<file path="src/rtl/router_pkg.sv">
// Shared router types: receive-endpoint FSM encoding and packet counter width.
package router_pkg;
  typedef enum logic {RX_IDLE, RX_CAPTURE} rx_state_t;
  localparam int PKT_COUNT_W = 16;
endpackage

</file>
<file path="src/rtl/rt_sync_fifo.sv">
// Single-clock FIFO with count-based full/empty; push while full is accepted only alongside a pop.
module rt_sync_fifo #(
  parameter int WIDTH = 34,
  parameter int DEPTH = 4
) (
  input  logic             clk,
  input  logic             rst,
  input  logic             push,
  input  logic [WIDTH-1:0] wdata,
  input  logic             pop,
  output logic [WIDTH-1:0] rdata,
  output logic             full,
  output logic             empty
);
  localparam int PTR_W = $clog2(DEPTH);
  localparam int CNT_W = PTR_W + 1;

  logic [WIDTH-1:0] mem_q [DEPTH];
  logic [PTR_W-1:0] wr_ptr_q, wr_ptr_d, rd_ptr_q, rd_ptr_d;
  logic [CNT_W-1:0] count_q, count_d;
  logic             do_push, do_pop;

  assign full    = (count_q == CNT_W'(DEPTH));
  assign empty   = (count_q == '0);
  assign do_pop  = pop && !empty;
  assign do_push = push && (!full || do_pop);
  assign rdata   = mem_q[rd_ptr_q];

  always_comb begin
    wr_ptr_d = wr_ptr_q;
    rd_ptr_d = rd_ptr_q;
    count_d  = count_q;
    if (do_push) wr_ptr_d = wr_ptr_q + PTR_W'(1);
    if (do_pop)  rd_ptr_d = rd_ptr_q + PTR_W'(1);
    case ({do_push, do_pop})
      2'b10:   count_d = count_q + CNT_W'(1);
      2'b01:   count_d = count_q - CNT_W'(1);
      default: count_d = count_q;
    endcase
  end

  always_ff @(posedge clk) begin
    if (rst) begin
      wr_ptr_q <= '0;
      rd_ptr_q <= '0;
      count_q  <= '0;
    end else begin
      wr_ptr_q <= wr_ptr_d;
      rd_ptr_q <= rd_ptr_d;
      count_q  <= count_d;
    end
  end

  // Storage is not reset; stale entries are unreachable once the count clears.
  always_ff @(posedge clk) begin
    if (!rst && do_push) mem_q[wr_ptr_q] <= wdata;
  end
endmodule

</file>
<file path="src/rtl/rt_rx_endpoint.sv">
// Toggle req/ack link receiver: synchronises req, captures packets into a FIFO,
// and presents them as a valid/ready stream with the destination header split off.
//
//   state      | meaning
//   RX_IDLE    | waiting for a new req phase with room in the FIFO
//   RX_CAPTURE | push in_data, record the phase, toggle ack, count the packet
module rt_rx_endpoint
  import router_pkg::*;
#(
  parameter int n           = 32,
  parameter int X_BITS      = 1,
  parameter int Y_BITS      = 1,
  parameter int packet_size = n + X_BITS + Y_BITS,
  parameter int DEPTH       = 4,
  parameter int SYNC_STAGES = 2
) (
  input  logic                   clk,
  input  logic                   rst,
  input  logic                   in_req,
  output logic                   in_ack,
  input  logic [packet_size-1:0] in_data,
  output logic                   out_valid,
  input  logic                   out_ready,
  output logic [X_BITS-1:0]      out_dstx,
  output logic [Y_BITS-1:0]      out_dsty,
  output logic [n-1:0]           out_payload,
  output logic [PKT_COUNT_W-1:0] pkt_count
);
  logic [SYNC_STAGES-1:0] sync_q, sync_d;
  logic                   req_sync, pending;
  rx_state_t              state_q;
  logic                   req_seen_q, ack_q;
  logic [PKT_COUNT_W-1:0] pkt_count_q;
  logic                   fifo_full, fifo_empty, fifo_push, fifo_pop;
  logic [packet_size-1:0] head;

  always_comb begin
    sync_d = {sync_q[SYNC_STAGES-2:0], in_req};
  end

  always_ff @(posedge clk) begin
    if (rst) sync_q <= '0;
    else     sync_q <= sync_d;
  end

  assign req_sync = sync_q[SYNC_STAGES-1];
  assign pending  = (req_sync != req_seen_q);

  // Full is sampled in IDLE only; between then and CAPTURE only pops can happen.
  always_ff @(posedge clk) begin
    if (rst) begin
      state_q     <= RX_IDLE;
      req_seen_q  <= 1'b0;
      ack_q       <= 1'b0;
      pkt_count_q <= '0;
    end else begin
      case (state_q)
        RX_IDLE: begin
          if (pending && !fifo_full) state_q <= RX_CAPTURE;
        end
        RX_CAPTURE: begin
          req_seen_q  <= req_sync;
          ack_q       <= ~ack_q;
          pkt_count_q <= pkt_count_q + PKT_COUNT_W'(1);
          state_q     <= RX_IDLE;
        end
      endcase
    end
  end

  assign fifo_push = (state_q == RX_CAPTURE);
  assign fifo_pop  = out_valid && out_ready;

  rt_sync_fifo #(
    .WIDTH(packet_size),
    .DEPTH(DEPTH)
  ) u_fifo (
    .clk  (clk),
    .rst  (rst),
    .push (fifo_push),
    .wdata(in_data),
    .pop  (fifo_pop),
    .rdata(head),
    .full (fifo_full),
    .empty(fifo_empty)
  );

  assign in_ack      = ack_q;
  assign pkt_count   = pkt_count_q;
  assign out_valid   = !fifo_empty;
  assign out_dstx    = head[packet_size-1 -: X_BITS];
  assign out_dsty    = head[packet_size-1-X_BITS -: Y_BITS];
  assign out_payload = head[n-1:0];
endmodule

</file>
<file path="config.mk">
export PLATFORM = sky130hd
export DESIGN_NAME = rt_rx_endpoint
export DESIGN_NICKNAME = d
export VERILOG_FILES = /design/src/rtl/router_pkg.sv /design/src/rtl/rt_sync_fifo.sv /design/src/rtl/rt_rx_endpoint.sv
export SDC_FILE = /design/constraint.sdc
export NUM_CORES = 1
export LEC_CHECK = 0
export BUFFER_PORTS_ARGS = -buffer_cell sky130_fd_sc_hd__buf_4
export CAP_MARGIN = 40
export CELL_PAD_IN_SITES_DETAIL_PLACEMENT = 2
export CELL_PAD_IN_SITES_GLOBAL_PLACEMENT = 2
export CORE_MARGIN = 10
export CORE_UTILIZATION = 46
export DETAILED_ROUTE_END_ITERATION = 8
export GPL_TIMING_DRIVEN = 0
export PLACE_DENSITY_LB_ADDON = 0.1
export SYNTH_ARGS = -nofsm -noshare
export SYNTH_HDL_FRONTEND = slang
export SYNTH_SLANG_ARGS = --single-unit
</file>
<file path="constraint.sdc">
create_clock -name clk -period 5.4 [get_ports clk]
set_input_delay 0.27 -clock clk [delete_from_list [all_inputs] [get_ports clk]]
set_output_delay 0.27 -clock clk [all_outputs]
set_load 0.01 [all_outputs]
</file>
==> impl_metrics.env <==
export IMPL_run_status="finished, final reports clean"
export IMPL_cp_required_ns=5.13
export IMPL_grt_pass1_wl_um=24290
export IMPL_hold_depth=1
export IMPL_r2r_cells=8
export IMPL_grt_usage=0.1782
export IMPL_fin_cells=618
export IMPL_leakage_nw=2.702
export IMPL_clock_skew_ns=0.01300
export IMPL_final_util=0.5857
export IMPL_post_cts_buffers=0
export IMPL_cts_sink_count=166
export IMPL_die_x_um=136.3
export IMPL_drtAntennaViolNets=0
export IMPL_clkTransAtPathRegs_ns=0.06
export IMPL_antennaDiodeCount=0
export IMPL_cp_start_kind="flip-flop"
export IMPL_drt_initial_drc_count=213
export IMPL_fin_tns_setup_ns=0
export IMPL_antenna_found_initial=0
export IMPL_fin_hold_ws_ns=0.04226
export IMPL_fp_dieH_um=136.3
export IMPL_viasPerCell=5.270
export IMPL_fin_crit_ns=2.575
export IMPL_hold_class="primary input to flip-flop"
export IMPL_fillCellCount=1119
export IMPL_synth_area_top_cells="edfxtp_1, mux4_2, dfxtp_1"
export IMPL_clockRootBuffer="clkbuf_16"
export IMPL_finalCritPeriodShare=0.4768
export IMPL_gp_congestion=0.6992
export IMPL_cts_hold_buffers=0
export IMPL_first_global_vias=3765
export IMPL_final_net_count=474
export IMPL_worst_pin_slew_ns=0.6962
export IMPL_stdcell_area_sq_um=7756
export IMPL_worst_slew_margin_rel=0.5359
export IMPL_place_area_sq_um=7201
export IMPL_cts_inserted_buffers=17
export IMPL_crit_arrival_ns=2.30
export IMPL_grt_remaining_overflow=0
export IMPL_setup_viol=0
export IMPL_clk_latency_ns=0.43
export IMPL_core_area_sq_um=13240
export IMPL_cts_tree="done"
export IMPL_area_growth_pct=24.70
export IMPL_wl_um=15630
export IMPL_clk_path_buf_depth=2
export IMPL_dpl_hpwl_um=10250
export IMPL_ys_types=33
export IMPL_slew_violations=0
export IMPL_maxCapViolCount=0
export IMPL_yosys_warnings=0
export IMPL_initial_core_util=0.4697
export IMPL_dr_pass1_iters=4
export IMPL_power_per_cell_area_nw_per_um2=357.8
export IMPL_syn_num_nets=362
export IMPL_wire_per_inst_um=25.30
export IMPL_placed_cells=586
export IMPL_drc=0
export IMPL_io_buffers=89
export IMPL_irDropWorstVdd_uv=251.7
export IMPL_synthDominantCellAreaShare=0.6566
export IMPL_io_pins=90
export IMPL_synth_seq_cells=166
export IMPL_grt_max_degree=27
export IMPL_criticalPathCategory="flip-flop to output pin"
export IMPL_endpoint_kind="output pin"
export IMPL_rsz0062_at_grt="no"
export IMPL_num_vias=3257
export IMPL_num_rows=42
export IMPL_synth_seq_area_share=0.7532
export IMPL_syn_avg_cell_area_sq_um=19.62
export IMPL_max_freq_ghz=0.3884
export IMPL_drive_gt1_frac=0.3824
export IMPL_die_area_sq_um=18570
export IMPL_synthCells=317
export IMPL_yosysTopAreaCell="edfxtp_1"
export IMPL_postCtsResizedCells=0
export IMPL_path_max_fanout=10
export IMPL_cts_max_level=4
export IMPL_hold_viol_final=0
export IMPL_netlist_area_sq_um=6220
==> path summary, 6_finish.rpt <==
path,startpoint,to,slack (ns)
worst max register to register,u_fifo.count_q[2],u_fifo.count_q[2],2.94
worst max-delay path,flip-flop,out_payload[26],2.83
worst min-delay path,in_data[29],u_fifo.mem_q[2][29],0.04
worst min register to register,sync_q[0],sync_q[1],0.45
==> registers in the layout (all words and copies together), names as in the netlist, named ones only <==
signal	count
fifo_push	1
in_ack	1
pkt_count	16
req_seen_q	1
sync_q	2
u_fifo.count_q	3
u_fifo.mem_q	136
u_fifo.rd_ptr_q	2
u_fifo.wr_ptr_q	2
==> synth_stat cells <==
library cell  instances
xor2_1               13
nor4_1                1
o41ai_4               1
mux2i_1               3
o21bai_1              1
buf_6                 1
nand2_1               6
buf_1                 1
nand4_4               1
clkbuf_1              6
fa_1                  1
and3_1                2
xnor2_1               7
buf_4                 1
dfxtp_1              30
nor2_1               27
o31a_1                1
or3_1                 2
nor2b_1               2
o21ai_0               2
a2111oi_0             1
inv_1                 6
buf_2                 6
a21oi_1               3
ha_1                  6
and3_2                1
nand3_1               3
and4_1                3
mux4_2               34
edfxtp_1            136
and2_1                4
nand2b_1              1
nand4_1               4
==> layout make-up <==
cell class / count / area (sq um) / share of cell area
flip-flops and latches: 166 / 4684 / 0.6040
multi-input cells: 130 / 1443 / 0.1860
repair buffers: 93 / 755.7 / 0.09744
clock buffers: 25 / 518.0 / 0.06678
well taps: 176 / 220.2 / 0.02839
plain buffers: 15 / 75.07 / 0.009679
clock inverters: 7 / 37.54 / 0.004839
inverters: 6 / 22.52 / 0.002904
==> where the power goes <==
part	total (mW)	internal, mW	switching, mW
clock network	1.14	0.665	0.480
logic	0.227	0.118	0.109
registers	1.40	1.39	0.00881
==> per-layer routing <==
metal / track usage / up-vias / routed length [um]
li1: - / 1468 / -
met5: 0 / - / 0
met3: 0.06089 / 13 / 892
met2: 0.2935 / 97 / 8161
met1: 0.2162 / 1679 / 6365
met4: 0.05680 / 0 / 214
==> cell usage in the layout, fill, tap and decap left out, drive strengths merged, types with 2 or more instances in the layout <==
cell / count
xor2: 13
edfxtp: 136
a21oi: 3
buf: 102
and3: 3
and2: 4
or3: 2
xnor2: 7
and4: 3
clkbuf: 31
nand2: 6
mux2i: 3
clkinv: 4
o21ai: 2
dfxtp: 30
inv: 9
ha: 6
nor2: 27
nand4: 5
nor2b: 2
nand3: 3
mux4: 34
==> kinds of logic after synthesis <==
logic type / synth area share
AND/OR/NAND/NOR: 0.04727
buffers and inverters: 0.01569
flip-flops: 0.7532
AO/OA/AOI/OAI: 0.01247
XOR/XNOR: 0.02816
adder cells (fa/ha/maj): 0.01529
multiplexers: 0.1279
==> worst max-delay path, stage by stage (launching register included) <==
cell      delay [ns]
dfxtp_1         0.33
clkbuf_1        0.35
clkbuf_1        0.59
mux4_2          0.44
buf_4           0.17
==> per-stage QoR <==
step	setup slack (ns)	total power [mW]
finish	2.825	2.775
global route	2.695	2.874
floorplan	3.244	1.551
CTS	2.781	2.803
global placement	2.675	1.649
detailed placement	2.987	1.659
(Power assumes the default switching activity.)
